===== src/rtl/int_controller.sv =====
// int_controller: interrupt source side of the SCPU INT/eret handshake.
// Latches rising edges on peripheral irq lines into PEND, gates them with MASK
// and the global enable, raises INT to the CPU, and exposes PEND/MASK/CAUSE/CTRL
// as a one-cycle-latency MIO register window.
module int_controller #(
  parameter int          N_SRC     = 8,
  parameter logic [31:0] BASE_ADDR = 32'hFFFF_FF00
) (
  input  logic             clk,
  input  logic             reset,
  input  logic [N_SRC-1:0] irq,
  input  logic             int_ack,
  input  logic             eret,
  output logic             INT,
  input  logic             cs,
  input  logic             mem_w,
  input  logic [31:0]      addr,
  input  logic [31:0]      wdata,
  output logic [31:0]      rdata,
  output logic             MIO_ready
);

  typedef enum logic [1:0] {IDLE, REQ, SVC} state_t;

  state_t           state, next_state;
  logic [N_SRC-1:0] pend, pend_next, mask, irq_d, edges, active, sel_oh;
  logic [4:0]       cause, sel;
  logic             gie, armed, hit, start, wr, rd, req, take;
  logic [31:0]      rd_val;
  logic             unused_bits;

  // Address bits below the word offset and high write-data bits carry no state.
  assign unused_bits = ^{addr[1:0], wdata};

  // Bus decode: a new access starts only when the previous one is not completing.
  always_comb begin
    hit   = (addr[31:4] == BASE_ADDR[31:4]);
    start = cs & hit & ~MIO_ready;
    wr    = start & mem_w;
    rd    = start & ~mem_w;
  end

  // Edge capture and request arbitration; the first clock after reset only
  // primes the history so lines already high at release are not seen as edges.
  always_comb begin
    edges  = armed ? (irq & ~irq_d) : '0;
    active = pend & mask;
    req    = gie & (|active);
    sel_oh = active & (~active + 1'b1);
    sel    = 5'd0;
    for (int i = N_SRC - 1; i >= 0; i--) begin
      if (active[i]) sel = 5'(i);
    end
    take = (state == REQ) & req & int_ack;
  end

  // Pending update order: W1C, then acknowledge clear, then new edges so a set wins.
  always_comb begin
    pend_next = pend;
    if (wr && addr[3:2] == 2'd0) pend_next = pend_next & ~wdata[N_SRC-1:0];
    if (take) pend_next = pend_next & ~sel_oh;
    pend_next = pend_next | edges;
  end

  // Register read mux; unused bits stay zero.
  always_comb begin
    rd_val = '0;
    case (addr[3:2])
      2'd0:    rd_val[N_SRC-1:0] = pend;
      2'd1:    rd_val[N_SRC-1:0] = mask;
      2'd2:    rd_val[4:0]       = cause;
      default: rd_val[0]         = gie;
    endcase
  end

  // Next-state logic for the INT handshake.
  always_comb begin
    next_state = state;
    case (state)
      IDLE:    if (req) next_state = REQ;
      REQ:     if (!req) next_state = IDLE;
               else if (int_ack) next_state = SVC;
      SVC:     if (eret) next_state = IDLE;
      default: next_state = IDLE;
    endcase
  end

  // State register; INT registered from next state so it tracks REQ exactly.
  always_ff @(posedge clk or negedge reset) begin
    if (!reset) begin
      state <= IDLE;
      INT   <= 1'b0;
    end else begin
      state <= next_state;
      INT   <= (next_state == REQ);
    end
  end

  // Edge history, pending/mask/cause/enable registers and bus response.
  always_ff @(posedge clk or negedge reset) begin
    if (!reset) begin
      irq_d     <= '0;
      armed     <= 1'b0;
      pend      <= '0;
      mask      <= '0;
      cause     <= '0;
      gie       <= 1'b0;
      MIO_ready <= 1'b0;
      rdata     <= '0;
    end else begin
      irq_d     <= irq;
      armed     <= 1'b1;
      pend      <= pend_next;
      if (wr && addr[3:2] == 2'd1) mask <= wdata[N_SRC-1:0];
      if (wr && addr[3:2] == 2'd3) gie <= wdata[0];
      if (take) cause <= sel;
      MIO_ready <= start;
      rdata     <= rd ? rd_val : '0;
    end
  end

endmodule


===== config.mk =====
export PLATFORM = sky130hd
export DESIGN_NAME = int_controller
export DESIGN_NICKNAME = d
export VERILOG_FILES = /design/src/rtl/int_controller.sv
export SDC_FILE = /design/constraint.sdc
export NUM_CORES = 1
export LEC_CHECK = 0
export BUFFER_PORTS_ARGS = -buffer_cell sky130_fd_sc_hd__buf_2
export CORE_MARGIN = 1
export CORE_UTILIZATION = 46
export CTS_BUF_LIST = sky130_fd_sc_hd__clkbuf_8
export CTS_CLUSTER_SIZE = 28
export DETAILED_ROUTE_END_ITERATION = 10
export GPL_TIMING_DRIVEN = 0
export PLACE_DENSITY = 0.82
export SYNTH_ARGS = -nofsm -noshare
export SYNTH_HDL_FRONTEND = slang
export SYNTH_SLANG_ARGS = --single-unit

===== constraint.sdc =====
create_clock -name clk -period 2.4 [get_ports clk]
set_input_delay 0.12 -clock clk [delete_from_list [all_inputs] [get_ports clk]]
set_output_delay 0.12 -clock clk [all_outputs]
set_load 0.01 [all_outputs]

Yosys cells after proc, flatten, opt, wreduce, memory -nomap -nowiden

Cells that the tools add are included.

Input port bits: 78
Bits in registers: 43

Eq/ne operators: 7
Add/sub/neg operators: 1
Reduce and logical (&&, ||, !) cells: 6
Bitwise logic cells: 19
Multiplexer cells: 20

Operators by type and width:

| operator               | count |
|---|---|
| $and A8 B8 Y8          | 5 |
| $mux W5                | 7 |
| $mux W8                | 4 |
| $not A8 Y8             | 4 |
| $eq A28 B28 Y1 const B | 1 |
| $pmux W4 S3            | 1 |
| $add A8 B1 Y8 const B  | 1 |
| $mux W2                | 4 |
| $or A8 B8 Y8           | 1 |
| $reduce_or A8 Y1       | 1 |
| $and A1 B1 Y1          | 7 |
| $eq A2 B1 Y1 const B   | 3 |
| $eq A2 B2 Y1 const B   | 3 |
| $pmux W2 S3            | 1 |
| $pmux W3 S2            | 1 |
| $logic_not A2 Y1       | 2 |
| $logic_and A1 B1 Y1    | 3 |
| $mux W3                | 1 |
| $pmux W1 S3            | 1 |
| $not A1 Y1             | 2 |

Logic depth before layout (Yosys ltp)

Depth after elaboration: 9
Depth in mapped cells: 6
Mapped depth without buffers: 4

Worst setup path after synthesis

OpenSTA, ideal clock, no wires.

Path type: register -> register
From: register MIO_ready
To: register mask[0]
Slack: 0.296 ns
Required time: 2.275 ns
Buffers on the path: 0
Stages on the path, launching flop included: 5
Clock period less this slack: 2.104 ns
Library setup time: 0.125 ns
Arrival time: 1.979 ns
Cell sequence: dfrtp_1 > nand4b_1 > or4_1 > nor4_4 > mux2_2

Longest elaborated chain between the ends: 4

Ends and longest elaborated chain:

| element                | RTL line | source |
|---|---|---|
| start, declared        | 20       | `output logic MIO_ready` |
| start signal, assigned | 117      | `MIO_ready <= start;` |
| $not A1 Y1             | 38       | `start = cs & hit & ~MIO_ready;` |
| $and A1 B1 Y1          | 38       |  |
| $and A1 B1 Y1          | 39       | `wr = start & mem_w;` |
| $logic_and A1 B1 Y1    | 114      | `if (wr && addr[3:2] == 2'd1) mask <= wdata[N_SRC-1:0];` |
| end signal, assigned   | 114      |  |
| end, declared          | 26       | `logic [N_SRC-1:0] pend, pend_next, mask, irq_d, edges, active, sel_oh;` |

Every way passes these cells.
A chain may end at the register's enable or synchronous reset.

Worst setup path after layout

From: register MIO_ready
To: register rdata[4]

Longest elaborated chain between the ends: 4

Ends and longest elaborated chain:

| element              | RTL line | source |
|---|---|---|
| $not A1 Y1           | 38       |  |
| $and A1 B1 Y1        | 38       |  |
| $and A1 B1 Y1        | 40       | `rd = start & ~mem_w;` |
| $mux W8              | 118      | `rdata <= rd ? rd_val : '0;` |
| end signal, assigned | 118      |  |
| end, declared        | 19       | `output logic [31:0] rdata,` |

Every way passes these cells.

==> impl.org <==
** Timing
- Worst rel slew slack :: 41.4%
- Worst hold margin :: 70.1 ps
- Setup repair after global routing left no endpoint under its margin.
- After layout, the worst path uses 93.0% of the clock period.
- Fin Clk Skew :: 7.06 ps
- For this run, the top clock speed supported by timing is 0.448 GHz.
- Min Clock Period, post-route :: 2230 ps
- At the pin with the least slew margin, the transition time is 880 ps.
- Count of final setup violators :: 0
- Final hold vios :: 0
- Setup total negative slack on the finished layout was measured at 0 ps.
- The max-slew violation count was 0.

** Power and ir drop
- Final Power :: approximately 1.5 mW
- Internal power consumption :: between 1 and 1.5 mW
- Leakage component of the power :: between 1 and 1.5 nW
- Net switching is 21.0% of the power.
- The share of total power dissipated in combinational logic is around a tenth.
- VDD sags by at most 0.394 mV.
- Summed over all nets, the switching power comes to 317 µW.
- Of the total power, registers draw between 40% and 50%.
- PD cells :: 539 nW/µm²
- Fraction of power consumed by the clock network :: 43.2%

** Placed design
- After detailed placement, the total cell area comes to roughly 2600 µm².
- The congestion estimate from routability-driven global placement came to 0.899.
- During placement, the flow inserted port buffers numbering 60.
- Once detailed placement completed, the half-perimeter wirelength came to 3.34 mm.

** Worst setup path
- In this run the critical register-to-register path is launched from MIO_ready.
- Buffering stage count on the worst path with inverters included :: 2
- Crit path max fanout :: 10
- Crit Reg-Reg Endpoint :: rdata[4]
- The largest single stage delay on the critical path is 620 ps.
- The setup check on the worst reg-to-reg path leaves a slack of 170 ps.
- Among cell families on the critical path, the largest total delay comes from simple AND/OR/NAND/NOR gates.
- The worst setup path is launched from a flip-flop.
- At the worst endpoint, the required time is 2580 ps.
- Critical path class :: reg2reg
- Worst path cell trace :: nand4b_1, or4_1, clkbuf_1, or2_1, buf_6, nor4_1
- STA classifies the critical path endpoint as a flip-flop.
- Data on the critical path arrives at its endpoint at 2420 ps.
- Length in cells of the worst reg-to-reg path :: 6
- Among all stages on the critical path, the largest delay is contributed by sky130_fd_sc_hd__or4_1.

** Synth
- Cells after synthesis :: 204
- Fraction of the yosys area taken by sequential cells :: about half
- Yosys printed 0 warnings.
- After synthesis the netlist holds a flip-flop and latch count of just over 40.
- Synth cell types :: 34
- In this run the cell area of the synthesized design comes to 2110 µm².
- Each instance of the synthesized netlist takes up on average 10.3 µm².

** Clock network
- Clk root buf :: sky130_fd_sc_hd__clkbuf_8
- Clock H-tree levels :: 2
- The clock net in this run drives a total of 41 sinks.
- No sink is reached through more buffers than the 2 on the longest clock path.
- Clock Pin Slew Worst Setup and Hold Paths :: 80 ps
- CTS tree :: built
- TritonCTS buffer count :: 5
- For the worst-skew pair, the clock arrives at the later sink with an insertion delay of 300 ps.

** Final layout
- The repair_antennas step left the layout with diodes totalling 0.
- Cells fill between 60% and 70% of the core in the end.
- Fraction of final layout cells sized beyond drive strength 1 :: 35.3%
- At the end of the flow, the number of nets in the layout was 383.
- After routing the design area is between 2000 and 3000 µm².
- Layout-stage area growth over the synthesis result :: 32.8%

** Die
- Number of primary I/O pins :: 112
- Starting density of the core :: between 40% and 50%
- Number of core rows :: 24
- Standard cell core area :: 4380 µm²
- From bottom edge to top edge, the die measures 69.7 µm.
- Die Outline Area :: around 4900 µm²
- The die is 69.7 µm wide.

** Global routing
- Global routing consumed, over all layers together, 20.6% of the routing resources.
- Initial antenna violation count :: 0
- Overall overflow remaining after global route :: 0
- Maximum number of pins on one net before global-route repair :: 42
- The first global-routing pass estimated 7.71 mm of wire.
- The via count of the first global-routing pass is 1697.

** Detailed routing
- Final ANT Viol Nets :: 0
- Via Count :: approximately 1800
- In the final routed layout, each cell accounts on average for between 10 and 15 µm.
- Aggregate routed wire length :: approximately 4.6 mm
- The detailed router finished its first iteration with 63 violations.
- Via-to-Cell Ratio :: 5.04
- DRC violation count after routing :: 0
- The first detailed-routing pass ran for 4 iterations.

** Min path
- Sink of the worst hold path :: mask[1]
- The path class of the tightest hold or removal check is in2reg.
- Hold Path Origin :: wdata[1]
- Count of cells along the worst hold path :: 2

** Job
- Max-cap violations in this run came to 0.

** Outcome
- The flow ran to the end, and the final reports show no timing, DRC or antenna violations.
[worst max-delay path by stage]
| stage | startpoint | end | slack, ps | cells after the start |
|---|---|---|---|---|
| after floorplan | MIO_ready | mask[0] | 300 | 4 |
| after global placement | addr[4] | mask[2] | 30 | 5 |
| after detailed placement | addr[4] | mask[3] | 20 | 5 |
| after CTS | MIO_ready | mask[6] | 90 | 4 |
| after global routing | MIO_ready | rdata[5] | 20 | 6 |
| final | MIO_ready | rdata[4] | 170 | 6 |
[state kept, by name, summed over array words and instances (netlist names), 2 cells and up]
name   cells
cause      3
rdata      8
pend       8
irq_d      8
mask       8
state      2
[placed cells by master, fill, tap and decap left out, types with 2 or more instances in the layout]
cell	netlist	routed
sky130_fd_sc_hd__buf_2	0	60
sky130_fd_sc_hd__mux2_2	9	9
sky130_fd_sc_hd__inv_1	5	5
sky130_fd_sc_hd__mux2i_1	7	7
sky130_fd_sc_hd__dfrtp_1	41	41
sky130_fd_sc_hd__nand3_1	10	10
sky130_fd_sc_hd__clkbuf_8	0	5
sky130_fd_sc_hd__nand2b_1	2	2
sky130_fd_sc_hd__nand4b_1	3	3
sky130_fd_sc_hd__nor4_1	5	5
sky130_fd_sc_hd__bufinv_16	0	2
sky130_fd_sc_hd__conb_1	2	25
sky130_fd_sc_hd__and4b_1	3	3
sky130_fd_sc_hd__o21ai_0	15	15
sky130_fd_sc_hd__a32oi_1	2	2
sky130_fd_sc_hd__nand2_1	17	17
sky130_fd_sc_hd__nor2_1	3	3
sky130_fd_sc_hd__a22oi_1	6	6
sky130_fd_sc_hd__nand4_1	7	7
sky130_fd_sc_hd__dlygate4sd3_1	0	9
sky130_fd_sc_hd__clkbuf_1	5	5
sky130_fd_sc_hd__buf_1	2	2
sky130_fd_sc_hd__nand3b_1	7	7
sky130_fd_sc_hd__a21oi_1	5	5
sky130_fd_sc_hd__buf_4	25	27
sky130_fd_sc_hd__nor3_1	11	11
[cell usage after synthesis]
master / n / area [µm²]
sky130_fd_sc_hd__nand2b_1: 2 / 12.5
sky130_fd_sc_hd__nor2b_1: 1 / 6.26
sky130_fd_sc_hd__or2_1: 1 / 6.26
sky130_fd_sc_hd__clkbuf_1: 5 / 18.8
sky130_fd_sc_hd__nor4_1: 5 / 31.3
sky130_fd_sc_hd__mux4_2: 1 / 22.5
sky130_fd_sc_hd__o21ai_0: 15 / 75.1
sky130_fd_sc_hd__inv_1: 5 / 18.8
sky130_fd_sc_hd__buf_6: 1 / 11.3
sky130_fd_sc_hd__and4b_1: 3 / 30.0
sky130_fd_sc_hd__nor2_1: 3 / 11.3
sky130_fd_sc_hd__nand4_1: 7 / 43.8
sky130_fd_sc_hd__mux2_2: 9 / 101
sky130_fd_sc_hd__a22o_1: 1 / 8.76
sky130_fd_sc_hd__or4_1: 1 / 7.51
sky130_fd_sc_hd__a32oi_1: 2 / 17.5
sky130_fd_sc_hd__or4b_1: 1 / 10.0
sky130_fd_sc_hd__o22ai_1: 1 / 6.26
sky130_fd_sc_hd__nor3b_1: 1 / 7.51
sky130_fd_sc_hd__nand2_1: 17 / 63.8
sky130_fd_sc_hd__mux2i_1: 7 / 70.1
sky130_fd_sc_hd__dfrtp_1: 41 / 1030
sky130_fd_sc_hd__nor3_1: 11 / 55.1
sky130_fd_sc_hd__buf_1: 2 / 7.51
sky130_fd_sc_hd__buf_4: 25 / 188
sky130_fd_sc_hd__a21oi_1: 5 / 25.0
sky130_fd_sc_hd__conb_1: 2 / 7.51
sky130_fd_sc_hd__nand4b_1: 3 / 26.3
sky130_fd_sc_hd__or4_4: 1 / 11.3
sky130_fd_sc_hd__nand3b_1: 7 / 52.6
sky130_fd_sc_hd__nand3_1: 10 / 50.1
sky130_fd_sc_hd__a22oi_1: 6 / 45.0
sky130_fd_sc_hd__nor4_4: 1 / 21.3
sky130_fd_sc_hd__a41o_1: 1 / 10.0
[cells by family (layout without fill, tap and decap cells)]
family	Yosys count	after routing	synth area share [%]
multiplexers	17	17	9.21
AND/OR/NAND/NOR	75	75	21.2
buffers and inverters	38	117	11.6
flip-flops	41	41	48.7
other	2	25	0.357
AO/OA/AOI/OAI	31	31	8.91
[stage by stage]
step                      setup WS [ps]  instances
after floorplan                     296        227
after CTS                          88.4        356
after global routing               24.4        358
final                               168        358
after global placement             27.1        339
after detailed placement           21.5        339
[metal layers]
layer / part of all wire, % / global-route usage [%] / up-vias / wire [µm]
met1: 43 / 24.9 / 836 / 1980
met3: 6.5 / 6.98 / 4 / 300
li1: - / - / 893 / -
met4: 1.6 / 7.78 / 0 / 76
met5: 0 / 0 / - / 0
met2: 49 / 34.1 / 71 / 2290
[layout make-up]
class	instances	area (µm²)
fillers	394	1590
plain buffers	33	225
clock inverters	3	65.1
inverters	5	18.8
repair buffers	71	405
clock buffers	5	68.8
flip-flops and latches	41	1030
multi-input cells	148	922
well taps	52	65.1
[power groups by stage]
stage | Clock, mW | Combinational (mW) | Sequential, mW
final | 0.651 | 0.157 | 0.700
after global routing | 0.695 | 0.174 | 0.701
after CTS | 0.660 | 0.157 | 0.700
after detailed placement | 0 | 0.145 | 0.714
after global placement | 0 | 0.143 | 0.713
after floorplan | 0 | 0.0785 | 0.713
[timing repair]
action,4_1_cts,5_1_grt
gates resized for setup,0,0
endpoints found under the hold margin,49,0
endpoints found under the setup margin,0,8
setup buffers,0,2
hold buffers,9,0
No activity file was read; power rests on OpenSTA's default activity.
